<file path="src/rtl/uart_pkg.sv">
// Shared types and helpers for the parametrised UART transmitter.
// Holds the FSM state encoding, parity modes and baud divider math.
package uart_pkg;

  typedef enum logic [2:0] {
    ST_IDLE,
    ST_START,
    ST_DATA,
    ST_PARITY,
    ST_STOP
  } tx_state_t;

  localparam int PAR_NONE = 0;
  localparam int PAR_ODD  = 1;
  localparam int PAR_EVEN = 2;

  function automatic int clks_per_bit(
    input int clk_freq,
    input int baud
  );
    return clk_freq / baud;
  endfunction

endpackage

</file>
<file path="src/rtl/uart_tx_fifo.sv">
// Synchronous write FIFO feeding the UART shift register.
// A push while full is taken only when a pop happens on the same edge.
module uart_tx_fifo
  import uart_pkg::*;
#(
  parameter int WIDTH = 8,
  parameter int DEPTH = 4
) (
  input  logic                     clk,
  input  logic                     rst_n,
  input  logic                     push,
  input  logic                     pop,
  input  logic [WIDTH-1:0]         din,
  output logic [WIDTH-1:0]         dout,
  output logic                     full,
  output logic                     empty,
  output logic [$clog2(DEPTH):0]   count
);

  localparam int AW = $clog2(DEPTH);

  logic [WIDTH-1:0] mem [DEPTH];
  logic [AW-1:0]    wp;
  logic [AW-1:0]    rp;
  logic [AW:0]      cnt;
  logic             do_push;
  logic             do_pop;

  assign full    = (cnt == (AW+1)'(DEPTH));
  assign empty   = (cnt == '0);
  assign do_pop  = pop && !empty;
  assign do_push = push && (!full || do_pop);
  assign dout    = mem[rp];
  assign count   = cnt;

  always_ff @(posedge clk or negedge rst_n) begin
    if (!rst_n) begin
      wp  <= '0;
      rp  <= '0;
      cnt <= '0;
    end else begin
      if (do_push) wp <= wp + AW'(1);
      if (do_pop)  rp <= rp + AW'(1);
      cnt <= cnt + (AW+1)'(do_push)
                 - (AW+1)'(do_pop);
    end
  end

  always_ff @(posedge clk) begin
    if (do_push) mem[wp] <= din;
  end

endmodule

</file>
<file path="src/rtl/uart_tx_param.sv">
// Parametrised UART transmitter with a write FIFO in front.
// Frames: start, DATA_BITS LSB first, optional parity, stop bits.
module uart_tx_param
  import uart_pkg::*;
#(
  parameter int CLK_FREQ   = 50_000_000,
  parameter int BAUD       = 115_200,
  parameter int DATA_BITS  = 8,
  parameter int PARITY     = 0,
  parameter int STOP_BITS  = 1,
  parameter int FIFO_DEPTH = 4
) (
  input  logic                          clk_50M,
  input  logic                          rst_n,
  input  logic [DATA_BITS-1:0]          data,
  input  logic                          wr_valid,
  output logic                          wr_ready,
  output logic [$clog2(FIFO_DEPTH):0]   fifo_count,
  output logic                          tx,
  output logic                          busy,
  output logic                          tx_done
);

  localparam int CPB = clks_per_bit(CLK_FREQ, BAUD);
  localparam int BW  = $clog2(CPB);
  localparam int NW  = $clog2(DATA_BITS + 1);

  localparam logic [BW-1:0] BAUD_LAST = BW'(CPB - 1);
  localparam logic [NW-1:0] DATA_LAST = NW'(DATA_BITS - 1);
  localparam logic [NW-1:0] STOP_LAST = NW'(STOP_BITS - 1);

  tx_state_t             state_q, state_d;
  logic [BW-1:0]         baud_q, baud_d;
  logic [NW-1:0]         bit_q, bit_d;
  logic [DATA_BITS-1:0]  sh_q, sh_d;
  logic                  par_q, par_d;
  logic                  pop;
  logic                  push;
  logic                  full;
  logic                  empty;
  logic                  bit_end;
  logic [DATA_BITS-1:0]  fifo_dout;

  assign bit_end  = (baud_q == BAUD_LAST);
  assign busy     = (state_q != ST_IDLE);
  assign wr_ready = !full || pop;
  assign push     = wr_valid && wr_ready;

  uart_tx_fifo #(
    .WIDTH (DATA_BITS),
    .DEPTH (FIFO_DEPTH)
  ) u_fifo (
    .clk   (clk_50M),
    .rst_n (rst_n),
    .push  (push),
    .pop   (pop),
    .din   (data),
    .dout  (fifo_dout),
    .full  (full),
    .empty (empty),
    .count (fifo_count)
  );

  always_ff @(posedge clk_50M or negedge rst_n) begin
    if (!rst_n) begin
      state_q <= ST_IDLE;
      baud_q  <= '0;
      bit_q   <= '0;
      sh_q    <= '0;
      par_q   <= 1'b0;
    end else begin
      state_q <= state_d;
      baud_q  <= baud_d;
      bit_q   <= bit_d;
      sh_q    <= sh_d;
      par_q   <= par_d;
    end
  end

  always_comb begin
    state_d = state_q;
    baud_d  = baud_q;
    bit_d   = bit_q;
    sh_d    = sh_q;
    par_d   = par_q;
    pop     = 1'b0;
    tx_done = 1'b0;
    tx      = 1'b1;
    if (state_q != ST_IDLE) begin
      baud_d = bit_end ? '0 : baud_q + BW'(1);
    end
    unique case (state_q)
      ST_IDLE: begin
        baud_d = '0;
        if (!empty) begin
          pop     = 1'b1;
          state_d = ST_START;
        end
      end
      ST_START: begin
        tx = 1'b0;
        if (bit_end) begin
          state_d = ST_DATA;
          bit_d   = '0;
        end
      end
      ST_DATA: begin
        tx = sh_q[0];
        if (bit_end) begin
          sh_d = sh_q >> 1;
          if (bit_q == DATA_LAST) begin
            bit_d   = '0;
            state_d = (PARITY == PAR_NONE)
                    ? ST_STOP : ST_PARITY;
          end else begin
            bit_d = bit_q + NW'(1);
          end
        end
      end
      ST_PARITY: begin
        tx = par_q;
        if (bit_end) begin
          bit_d   = '0;
          state_d = ST_STOP;
        end
      end
      ST_STOP: begin
        if (bit_end) begin
          if (bit_q == STOP_LAST) begin
            tx_done = 1'b1;
            bit_d   = '0;
            // back-to-back frames skip IDLE entirely
            if (!empty) begin
              pop     = 1'b1;
              state_d = ST_START;
            end else begin
              state_d = ST_IDLE;
            end
          end else begin
            bit_d = bit_q + NW'(1);
          end
        end
      end
      default: state_d = ST_IDLE;
    endcase
    if (pop) begin
      sh_d  = fifo_dout;
      par_d = (PARITY == PAR_ODD)
            ? ~^fifo_dout : ^fifo_dout;
    end
  end

endmodule
</file>
<file path="config.mk">
export PLATFORM = sky130hd
export DESIGN_NAME = uart_tx_param
export DESIGN_NICKNAME = d
export VERILOG_FILES = /design/src/rtl/uart_pkg.sv /design/src/rtl/uart_tx_fifo.sv /design/src/rtl/uart_tx_param.sv
export SDC_FILE = /design/constraint.sdc
export NUM_CORES = 1
export LEC_CHECK = 0
export CAP_MARGIN = 0
export CELL_PAD_IN_SITES_DETAIL_PLACEMENT = 2
export CELL_PAD_IN_SITES_GLOBAL_PLACEMENT = 2
export CORE_ASPECT_RATIO = 0.75
export CORE_UTILIZATION = 39
export CTS_BUF_LIST = sky130_fd_sc_hd__clkbuf_8
export CTS_CLUSTER_DIAMETER = 120
export DETAILED_ROUTE_END_ITERATION = 7
export HOLD_SLACK_MARGIN = 0.06
export PLACE_DENSITY = 0.72
export SYNTH_ARGS = -nofsm -noshare
export SYNTH_HDL_FRONTEND = slang
export SYNTH_SLANG_ARGS = --single-unit
export TNS_END_PERCENT = 5
</file>
<file path="constraint.sdc">
create_clock -name clk_50M -period 3.9 [get_ports clk_50M]
set_input_delay 0.39 -clock clk_50M [delete_from_list [all_inputs] [get_ports clk_50M]]
set_output_delay 0.39 -clock clk_50M [all_outputs]
set_load 0.02 [all_outputs]
</file>
# After elaboration in Yosys (flattened, before gate mapping)
# Memory sizes are Yosys's and may differ from the RTL's.
# Cells that the tools add are included.
# totals
ramBits	32
memories	1
romBits	0
in_bits	11
reg_bits	32
latch_bits	0
# mem_list
name	depth	word_bits	rd	rd_clocked_by_memory_dff	wr	line_no	source
u_fifo.mem	4	8	1	0	1	uart_tx_fifo.sv:22	logic [WIDTH-1:0] mem [DEPTH];
# classes
mux	31
n_eq_ne	15
div_mod_pow	0
n_lt_le_gt_ge	0
reduce_logical	20
shifts	0
mul	0
n_bitwise	0
add_sub_neg	6
# op_table
operator	n
2-to-1 mux 9 bit	3
2-to-1 mux 8 bit	3
2-to-1 mux 3 bit	7
2-to-1 mux 4 bit	5
one-hot mux 3 bit (5 select lines)	1
!= test 2 bit (second input constant)	7
one-hot mux 4 bit (3 select lines)	1
adder 9 x 1 -> 9 bit (second input constant)	1
== test 9 bit (second input constant)	1
2-to-1 mux 1 bit	9
XOR reduction 8 bit	1
AND reduction 7 bit	1
== test 3 x 2 -> 1 bit (second input constant)	2
== test 3 bit (second input constant)	2
logical NOT 3 bit	2
nonzero test 2 bit	3
nonzero test 3 bit	2
adder 2 x 1 -> 2 bit (second input constant)	2
adder 4 x 1 -> 4 bit (second input constant)	1
== test 4 x 3 -> 1 bit (second input constant)	1
logical NOT 4 bit	1
AND reduction 4 bit	1
adder 3 x 1 -> 3 bit	1
== test 3 x 1 -> 1 bit (second input constant)	1
9 further kinds	13

# Depth between registers and ports, before layout
# Gate-level depths: netlist of run 1.
# logic_depth
word_depth	10
ltp_mapped	11
mapped_depth_nobuf	11

# Hierarchy
# Synthesis of run 1 repeated with hierarchy kept, for this count alone.
# unflattened
hier_cells	228
area_unflattened_um2	3054.2
# by_module_without_submodules
mod	n_inst	area_each_um2	cells_each	seq_area_each_um2
uart_tx_fifo	1	1577.8	77	1136.1
uart_tx_param	1	1476.4	151	625.6

# Least setup slack after synthesis of run 1
# No wires, ideal clock.
# synth_path
path_kind	reg2reg
start	reg bit_q[0]
end	reg u_fifo.cnt[2] (netlist: u_fifo.count[2])
period_less_slack_ns	2.488
n_path_buf	0
t_arrival_ns	2.366
stages_incl_launch_ff	12
setup_slack_ns	1.412
setup_time_ns	0.123
path_cell_list	dfrtp_1 > inv_1 > ha_1 > nor3b_1 > nand3_1 > a2111o_1 > inv_1 > ha_1 > inv_1 > ha_1 > fa_1 > xnor2_1
# synth_between
elab_chain_cells	9
elab_cells_between_ends	11
# synth_rtl
element	line_no	source
from (decl)	uart_tx_param.sv:34	logic [NW-1:0] bit_q, bit_d;
from (signal assigned)	uart_tx_param.sv:74	bit_q <= bit_d;
logical NOT 4 bit (*)	uart_tx_param.sv:129	if (bit_q == STOP_LAST) begin
2-to-1 mux 1 bit (*)	uart_tx_param.sv:129	
2-to-1 mux 1 bit (*)	uart_tx_param.sv:128	if (bit_end) begin
one-hot mux 1 bit (2 select lines) (*)	uart_tx_param.sv:92	unique case (state_q)
logical AND 1 bit (*)	uart_tx_fifo.sv:31	assign do_pop = pop && !empty;
named net u_fifo.do_pop	uart_tx_fifo.sv:27	logic do_pop;
logical OR 1 bit	uart_tx_fifo.sv:32	assign do_push = push && (!full || do_pop);
logical AND 1 bit	uart_tx_fifo.sv:32	
adder 3 x 1 -> 3 bit	uart_tx_fifo.sv:44	cnt <= cnt + (AW+1)'(do_push)
subtractor 3 x 1 -> 3 bit (*)	uart_tx_fifo.sv:45	- (AW+1)'(do_pop);
to (signal assigned)	uart_tx_fifo.sv:44	
to (decl)	uart_tx_fifo.sv:25	logic [AW:0] cnt;
# Mark *: on every way through the listed nets, which the timed path passes. The rest lies on a longest branch.
# A chain may end at the register's enable or synchronous reset.

# Final worst setup path of run 1
# layout_path
start	reg baud_q[1]
end	out wr_ready
# layout_between
elab_chain_cells	4
# layout_rtl
element	line_no	source
from (decl)	uart_tx_param.sv:33	logic [BW-1:0] baud_q, baud_d;
from (signal assigned)	uart_tx_param.sv:73	baud_q <= baud_d;
== test 9 bit	uart_tx_param.sv:44	assign bit_end = (baud_q == BAUD_LAST);
2-to-1 mux 1 bit	uart_tx_param.sv:128	
one-hot mux 1 bit (2 select lines)	uart_tx_param.sv:92	
logical OR 1 bit	uart_tx_param.sv:46	assign wr_ready = !full || pop;
to (decl)	uart_tx_param.sv:17	output logic wr_ready,
# Every way passes these cells.

==> summary.txt, run 1 <==
Setup slack at placement: 0.819 ns
Post-cts resize count: 0
Fillers: 696
Worst path top cell family by delay: compound AO/OA/AOI/OAI gates
Final hold slack: 0.441 ns
Syn nets: 248
Syn. warnings: 0
Switching Power: 0.497 mW
Clk root buf: clkbuf_8
Slew HR: 48.7%
Asr flop ratio synth: 50.0%
Critical Path Sink Type: primary output
CTS clk-pin slew, worst paths: 0.08 ns
Htree depth: 3
Initial Utilization: 41.6%
Post-DP HPWL: 4.36 mm
Power, Total: 1.75 mW
Setup CP Type: flop to primary output
Ports: 18
Max-slew violations: 0
Worst skew pair latency: 0.34 ns
Synth top area cells: edfxtp_1 (33%), dfrtp_1 (27%), mux4_2 (6.2%)
Syn_area_per_cell: 12.9 µm²
GR Overflow Total: 0
Syn Inst Count: 226
Setup ws final: 0.487 ns
Most frequent cells after synthesis: dfrtp_1 (32), edfxtp_1 (32), nor2_1 (23), inv_1 (16), xnor2_1 (16)
P per Cell Area: 515 nW/µm²
CP most frequent cell: nand3_1
Leakage: 1.37 nW
Clock power share: 32.1%
GRT Util Overall: 19.1%
Maximum vdd drop: 0.260 mV
Final worst path period share: 87.5%
Initial antenna violation count: 0
CTS tree: done
Detail Route Antenna Nets: 0
Antenna cell count: 0
Avg WL per Cell: 18.5 µm
CP max FO: 23
Min-delay worst type: input port to asynchronous set/reset pin
TNS Setup: 0 ns
Setup Buffers After CTS: 0
Post-synthesis sequential area ratio: 60.2%
First-pass GRT wire length: 10.6 mm
EDFF count, synth: 32
Area of placed instances: 3200 µm²
P_int: 1.25 mW
Sink Count: 64
Crit-path cells: inv_1 > ha_1 > and4b_1 > nand3_1 > a2111o_1 > nand3_1 > clkdlybuf4s50_1
Filler-free cell count of the finished design: 350
Status: finished, final reports clean
Combinational Power Share: 18.3%
Vias in the first global route: 1886
Largest net degree at the start of global routing: 33
Final Setup Violations: 0
RSZ-0062 raised after global routing: false
# hold bufs at CTS: 0
#FFs+latches synth: 64
RePlAce Congestion: 0.738
Total CTS buffers: 9
Site Rows: 26
Nets: 269
Number of port buffers: 17
# Max-Cap Violations: 0
Placed cell count: 334
Final wirelength: 6.49 mm
Area leader, netlist: edfxtp_1
Tmin final: 3.41 ns
Crit start category: flop
Post-synthesis cell type count: 34
Ratio of cells with drive above 1 in the final layout: 11.1%
Max frequency: 293 MHz
CP max stage cell: a2111o_1
Die Wd: 102 µm
Vias: 1750
Sw frac: 28.4%
Worst slew pin tran: 0.770 ns
Layout Utilization: 48.3%
Worst Path Required: 3.51 ns
Via/cell ratio: 5.00
Critical path's largest stage delay: 0.77 ns
Worst Path Arrival: 3.02 ns
CTS max path bufs: 2
Final hold vios: 0
Synth top area share: 32.8%
Worst path bufs/invs: 2
Top FF cell, synth: edfxtp_1
Syn Std Cell Area: 2930 µm²
Clock skew: 0.0102 ns
Die H: 77.0 µm
Iteration-0 DRC count of the detailed router: 53
Residual DRC: 0
Sequential power share: 49.6%
Area added between synthesis and finish: 15.9%
DR pass1 iterations: 4
Die ar.: 7860 µm²
Core Region: 7030 µm²
Design area: 3390 µm²
==> metal layers <==
layer / GRT usage [%] / up-vias / share of wire, %
li1: - / 834 / -
met1: 27.0 / 891 / 50
met2: 28.5 / 17 / 47
met3: 5.20 / 8 / 2.4
met4: 5.57 / 0 / 0.94
met5: 0 / - / 0
==> cell usage in the layout (no fill, tap or decap), types with 5 or more instances in the layout <==
cell type	count
nand3_1	8
a21oi_1	8
nand2_1	11
xnor2_1	16
inv_1	16
nor2_1	23
o21ai_0	11
dfrtp_1	32
edfxtp_1	32
mux4_2	8
clkbuf_8	9
clkdlybuf4s50_1	17
nand2b_1	6
ha_1	10
and2_1	5
mux2i_1	6
==> power by group through the flow <==
stage	Combinational [mW]	Clock (mW)	Sequential (mW)
final	0.320	0.561	0.868
after global routing	0.356	0.603	0.878
after CTS	0.331	0.582	0.869
after detailed placement	0.329	0	0.878
after global placement	0.314	0	0.873
after floorplan	0.187	0	0.882
==> layout make-up <==
| class | count | area, µm² | area share [%] |
|---|---|---|---|
| clock inverters | 7 | 72.6 | 2.14 |
| well taps | 98 | 123 | 3.61 |
| flip-flops and latches | 64 | 1760 | 51.9 |
| inverters | 16 | 60.1 | 1.77 |
| multi-input cells | 138 | 1070 | 31.6 |
| repair buffers | 18 | 178 | 5.24 |
| clock buffers | 9 | 124 | 3.65 |
==> final timing paths <==
| check | startpoint | endpoint | slack (ns) | cells after the start |
|---|---|---|---|---|
| worst max register to register | baud_q[0]$_DFF_PN0_ | u_fifo.count[2]$_DFF_PN0_ | 0.84 | 10 |
| max in group asynchronous | rst_n | u_fifo.wp[0]$_DFFE_PN0P_ | 3.13 | 2 |
| worst min register to register | par_q$_DFFE_PN0N_ | par_q$_DFFE_PN0N_ | 0.50 | 2 |
| worst min-delay path | rst_n | sh_q[4]$_DFFE_PN0P_ | 0.44 | 2 |
| min in group clk_50M | par_q$_DFFE_PN0N_ | par_q$_DFFE_PN0N_ | 0.50 | 2 |
| worst max-delay path | baud_q[1]$_DFF_PN0_ | wr_ready | 0.49 | 7 |
==> cells by family (layout without fill, tap and decap cells) <==
| group | after synthesis | after routing | share of synthesized area (%) |
|---|---|---|---|
| simple gates | 67 | 67 | 11.6 |
| flops | 64 | 64 | 60.2 |
| compound gates | 26 | 26 | 5.81 |
| buf+inv | 24 | 50 | 3.12 |
| xor+xnor | 19 | 19 | 5.69 |
| mux | 15 | 15 | 8.59 |
| fa+ha+maj | 11 | 11 | 4.96 |
==> registers in the layout, summed over array words and instances (netlist names) <==
register      count
baud_q            9
u_fifo.wp         2
u_fifo.count      3
u_fifo.mem       32
sh_q              8
bit_q             4
state_q           3
par_q             1
u_fifo.rp         2
==> worst reg2reg max path, stage by stage, from the launching register on <==
cell and delay, ns:
dfrtp_1 0.44, ha_1 0.21, and4b_1 0.25, nand3_1 0.16, a2111o_1 0.67, inv_1 0.17
ha_1 0.32, inv_1 0.04, ha_1 0.19, fa_1 0.38, xnor2_1 0.13
No activity file was read; power rests on OpenSTA's default activity.
==> inputs of run 2 (changes only) <==
--- a/config.mk
+++ b/config.mk
@@ -9,6 +9,7 @@
 export CELL_PAD_IN_SITES_DETAIL_PLACEMENT = 2
 export CELL_PAD_IN_SITES_GLOBAL_PLACEMENT = 2
 export CORE_ASPECT_RATIO = 0.75
+export CORE_MARGIN = 2
 export CORE_UTILIZATION = 39
 export CTS_BUF_LIST = sky130_fd_sc_hd__clkbuf_8
 export CTS_CLUSTER_DIAMETER = 120
==> constraint.sdc (replaced) <==
create_clock -name clk_50M -period 4.4 [get_ports clk_50M]
set_input_delay 0.44 -clock clk_50M [delete_from_list [all_inputs] [get_ports clk_50M]]
set_output_delay 0.44 -clock clk_50M [all_outputs]
set_load 0.02 [all_outputs]
==> run 2 against run 1 <==
Final cell count rose by 0.86%. Core utilization fell by 1.3 points. Power fell by 6.6%. Global-route usage fell by 1.2 points. Sequential cell count did not move. Clock skew fell by 0.0015 ns. Cell area rose by 1.0%. Combinational power fell by 9.4%. Largest power group unchanged.
==> summary.txt, run 2 (synthesis gave the netlist of run 1 again) <==
Status: finished, final reports clean
Final hold slack: 0.505 ns
Initial Utilization: 40.1%
Die Wd: 104 µm
Number of port buffers: 17
Max reg flops: 32
GR Overflow Total: 0
Worst Path Arrival: 3.10 ns
Residual DRC: 0
Largest regs: u_fifo.mem (32), baud_q (9), sh_q (8)
Max-slew violations: 0
# Max-Cap Violations: 0
Avg WL per Cell: 17.8 µm
CTS max path bufs: 2
Post-cts resize count: 0
Area added between synthesis and finish: 17.1%
Final hold vios: 0
Largest net degree at the start of global routing: 33
RSZ-0062 raised after global routing: false
Filler-free cell count of the finished design: 353
Nets: 269
R2r setup slk: 1.22 ns
Die H: 79.0 µm
Crit-path cells: inv_1 > ha_1 > nor3b_1 > nand3_1 > a2111o_1 > nand3_1 > clkdlybuf4s50_1
Sink Count: 64
Min-delay worst type: input port to asynchronous set/reset pin
Vias in the first global route: 2046
# hold bufs at CTS: 0
Crit start category: flop
Layout Utilization: 46.9%
Htree depth: 3
Critical Path Sink Type: primary output
Setup Buffers After CTS: 0
Tmin final: 3.54 ns
Largest Register: u_fifo.mem
CTS tree: done
Worst slew pin tran: 0.739 ns
Ports: 18
Worst skew pair latency: 0.34 ns
Final Setup Violations: 0
Vias: 1754
Most frequent cells in the layout: dfrtp_1 (32), edfxtp_1 (32), nor2_1 (23), clkdlybuf4s50_1 (17)
Setup slack at placement: 1.21 ns
CP max stage cell: a2111o_1
Final wirelength: 6.27 mm
CP most frequent cell: nand3_1
P per Cell Area: 476 nW/µm²
Antenna cell count: 0
Slew HR: 50.7%
CP max FO: 23
Core Region: 7300 µm²
Total CTS buffers: 9
DR pass1 iterations: 4
Ratio of cells with drive above 1 in the final layout: 11.5%
GRT Util Overall: 17.9%
Leakage: 1.39 nW
Fillers: 743
Detail Route Antenna Nets: 0
CTS clk-pin slew, worst paths: 0.08 ns
Setup ws final: 0.857 ns
Via/cell ratio: 4.97
Post-DP HPWL: 4.42 mm
Placed cell count: 337
First-pass GRT wire length: 11.0 mm
Site Rows: 27
Worst Path Required: 3.96 ns
RePlAce Congestion: 0.715
Initial antenna violation count: 0
Power, Total: 1.63 mW
Iteration-0 DRC count of the detailed router: 48
TNS Setup: 0 ns
Die ar.: 8220 µm²
Maximum vdd drop: 0.201 mV
Area of placed instances: 3200 µm²
Clk root buf: clkbuf_8
Clock skew: 0.00870 ns
Setup CP Type: flop to primary output
Critical path's largest stage delay: 0.76 ns
Design area: 3430 µm²
Final worst path period share: 80.5%
Max frequency: 282 MHz
run 2: report_power, final:
group / switching [mW] / internal, mW
registers: 0.0455 / 0.721
logic: 0.160 / 0.130
clock network: 0.251 / 0.325
total: 0.456 / 1.18
run 2: cell type report:
type	count	area [µm²]	area share, %
flip-flops and latches	64	1760	51.4
multi-input cells	138	1070	31.3
repair buffers	18	178	5.19
well taps	101	126	3.69
clock buffers	9	124	3.62
clock inverters	7	103	2.99
inverters	16	60.1	1.75
run 2: worst paths after layout:
| path | startpoint | endpoint | cells past startpoint |
|---|---|---|---|
| max reg2reg | bit_q[0]$_DFFE_PN0P_ | u_fifo.mem[0][5]$_DFFE_PP_ | 7 |
| max | bit_q[0]$_DFFE_PN0P_ | wr_ready | 7 |
| max in group asynchronous | rst_n | u_fifo.count[0]$_DFF_PN0_ | 2 |
| min | rst_n | sh_q[3]$_DFFE_PN0P_ | 2 |
| min reg2reg | sh_q[0]$_DFFE_PN0P_ | sh_q[0]$_DFFE_PN0P_ | 2 |
| min in group clk_50M | sh_q[0]$_DFFE_PN0P_ | sh_q[0]$_DFFE_PN0P_ | 2 |
run 2: worst max-delay path, delay by kind of cell (launching register included):
kind / cells / cell delay [ns]
DFF: 1 / 0.43
AOI/OAI and AO/OA: 1 / 0.76
buffers and inverters: 2 / 0.71
adders and majority gates: 1 / 0.15
and+or+nand+nor: 3 / 0.71
run 2: layer usage:
layer / up-vias / global-route usage [%] / routed length [µm]
met5: - / 0 / 0
met4: 0 / 6.49 / 37
met3: 2 / 5.25 / 182
met2: 22 / 28.4 / 2980
met1: 898 / 23.6 / 3080
li1: 832 / - / -
==> inputs of run 3 (changes only) <==
--- a/config.mk
+++ b/config.mk
@@ -15,7 +15,7 @@
 export CTS_CLUSTER_DIAMETER = 120
 export DETAILED_ROUTE_END_ITERATION = 7
 export HOLD_SLACK_MARGIN = 0.06
-export PLACE_DENSITY = 0.72
+export PLACE_DENSITY = 0.75
 export SYNTH_ARGS = -nofsm -noshare
 export SYNTH_HDL_FRONTEND = slang
 export SYNTH_SLANG_ARGS = --single-unit
==> constraint.sdc (replaced) <==
create_clock -name clk_50M -period 2.85 [get_ports clk_50M]
set_input_delay 0.285 -clock clk_50M [delete_from_list [all_inputs] [get_ports clk_50M]]
set_output_delay 0.285 -clock clk_50M [all_outputs]
set_load 0.02 [all_outputs]
==> run 3 against run 2 <==
Wire length decreased by 2.7%. Combinational power increased by 56%. Worst setup slack got worse by 0.67 ns. Clock power increased by 23%. Core utilization about the same. Critical path type is now flop to flop.
==> summary.txt, run 3 (synthesis gave the netlist of run 1 again) <==
Fillers: 759
Layout Utilization: 46.9%
Vias in the first global route: 1973
Setup ws final: 0.186 ns
Final wirelength: 6.10 mm
RSZ-0062 raised after global routing: false
Slew HR: 58.3%
Initial Utilization: 40.1%
Number of port buffers: 17
Crit-path cells: inv_1 > ha_1 > and4b_1 > nand3_2 > a2111o_1 > inv_1 > ha_1 > inv_1 > ha_1 > fa_1 > xnor2_1
R2r setup slk: 0.19 ns
CP max stage cell: a2111o_1
CTS tree: done
FF/Latch Area: 1760 µm²
Htree depth: 3
Vias: 1791
Worst skew pair latency: 0.35 ns
Avg WL per Cell: 17.1 µm
Leakage: 1.40 nW
Total CTS buffers: 9
P per Cell Area: 685 nW/µm²
Ports: 18
Clock skew: 0.00649 ns
Nets: 274
CTS clk-pin slew, worst paths: 0.07 ns
Clk root buf: clkbuf_8
Area of placed instances: 3240 µm²
Final worst path period share: 93.5%
Critical Path Sink Type: flop
Status: finished, final reports clean
Worst Path Required: 3.08 ns
Max-slew violations: 0
Min-delay worst type: input port to asynchronous set/reset pin
Iteration-0 DRC count of the detailed router: 34
# Max-Cap Violations: 0
DR pass1 iterations: 4
Final hold vios: 0
Detail Route Antenna Nets: 0
Crit start category: flop
Largest regs: u_fifo.mem (32), baud_q (9), sh_q (8)
Tmin final: 2.66 ns
Largest net degree at the start of global routing: 33
TNS Setup: 0 ns
Largest Register: u_fifo.mem
Die ar.: 8220 µm²
Site Rows: 27
Via/cell ratio: 5.00
Reg2reg path depth: 11
Sink Count: 64
Final Setup Violations: 0
Post-DP HPWL: 4.46 mm
RePlAce Congestion: 0.702
RR Startpoint: baud_q[1]$_DFF_PN0_
Ratio of cells with drive above 1 in the final layout: 13.6%
Critical path's largest stage delay: 0.46 ns
Residual DRC: 0
Design area: 3420 µm²
Die Wd: 104 µm
Initial antenna violation count: 0
First-pass GRT wire length: 10.4 mm
Worst slew pin tran: 0.625 ns
CP max FO: 4
Setup CP Type: flop to flop
Antenna cell count: 0
Core Region: 7300 µm²
GRT Util Overall: 16.9%
Multi-input logic area: 1080 µm²
Maximum vdd drop: 0.399 mV
Setup slack at placement: 0.0718 ns
Max reg flops: 32
Worst Path Arrival: 2.90 ns
# hold bufs at CTS: 0
Area added between synthesis and finish: 17.0%
R2r endpoint: u_fifo.count[2]$_DFF_PN0_
Die H: 79.0 µm
Max frequency: 375 MHz
GR Overflow Total: 0
Most frequent cells in the layout: dfrtp_1 (32), edfxtp_1 (32), nor2_1 (23)
CTS max path bufs: 2
==> run 3: layout make-up <==
class / instances / area share (%)
Clock inverter: 7 / 1.61
Clock buffer: 9 / 3.62
Inverter: 16 / 1.75
Tap cell: 101 / 3.69
Timing Repair Buffer: 23 / 6.25
Multi-Input combinational cell: 138 / 31.6
Sequential cell: 64 / 51.4
==> run 3: where the power goes <==
| group | leakage [nW] | switching [mW] | internal [mW] |
|---|---|---|---|
| combinational | 0.619 | 0.239 | 0.214 |
| clock | 0.0883 | 0.386 | 0.324 |
| sequential | 0.688 | 0.0697 | 1.11 |
| total | 1.40 | 0.695 | 1.65 |
==> run 3: worst max path at each step <==
stage / startpoint / endpoint / cells past startpoint
6_report: baud_q[1]$_DFF_PN0_ / u_fifo.count[2]$_DFF_PN0_ / 11
5_1_grt: baud_q[1]$_DFF_PN0_ / u_fifo.count[2]$_DFF_PN0_ / 11
3_5_place_dp: bit_q[0]$_DFFE_PN0P_ / u_fifo.count[2]$_DFF_PN0_ / 11
2_1_floorplan: bit_q[0]$_DFFE_PN0P_ / u_fifo.count[2]$_DFF_PN0_ / 11
4_1_cts: baud_q[1]$_DFF_PN0_ / u_fifo.count[2]$_DFF_PN0_ / 11
3_3_place_gp: bit_q[0]$_DFFE_PN0P_ / u_fifo.count[2]$_DFF_PN0_ / 11
==> run 3: worst max-delay path: cells and delay by family, from the launching register on <==
kind / cells / cell delay, ns
simple gates: 2 / 0.45
flops: 1 / 0.41
compound gates: 1 / 0.46
buf+inv: 3 / 0.22
fa+ha+maj: 4 / 0.85
xor+xnor: 1 / 0.14
==> run 3: through the flow <==
| stage | total power [mW] | std cells | hold WS [ns] |
|---|---|---|---|
| 6_report | 2.35 | 358 | 0.340 |
| 5_1_grt | 2.48 | 358 | 0.375 |
| 4_1_cts | 2.40 | 358 | 0.344 |
| 3_5_place_dp | 1.67 | 342 | 0.483 |
| 3_3_place_gp | 1.64 | 342 | 0.467 |
| 2_1_floorplan | 1.46 | 226 | -0.0106 |
==> run 3: routing by layer <==
| metal | global-route usage [%] | wire (µm) | vias to the layer above |
|---|---|---|---|
| met5 | 0 | 0 | - |
| met2 | 27.4 | 2940 | 25 |
| met3 | 6.49 | 220 | 5 |
| met1 | 21.5 | 2890 | 913 |
| li1 | - | - | 848 |
| met4 | 4.46 | 48 | 0 |
==> run 3: timing repair <==
| item | in CTS | in global routing |
|---|---|---|
| setup buffers | 0 | 0 |
| gates cloned | 0 | 0 |
| gates resized for setup | 2 | 1 |
| pin swaps | 0 | 1 |
| endpoints found under the setup margin | 1 | 2 |
| endpoints found under the hold margin | 0 | 0 |
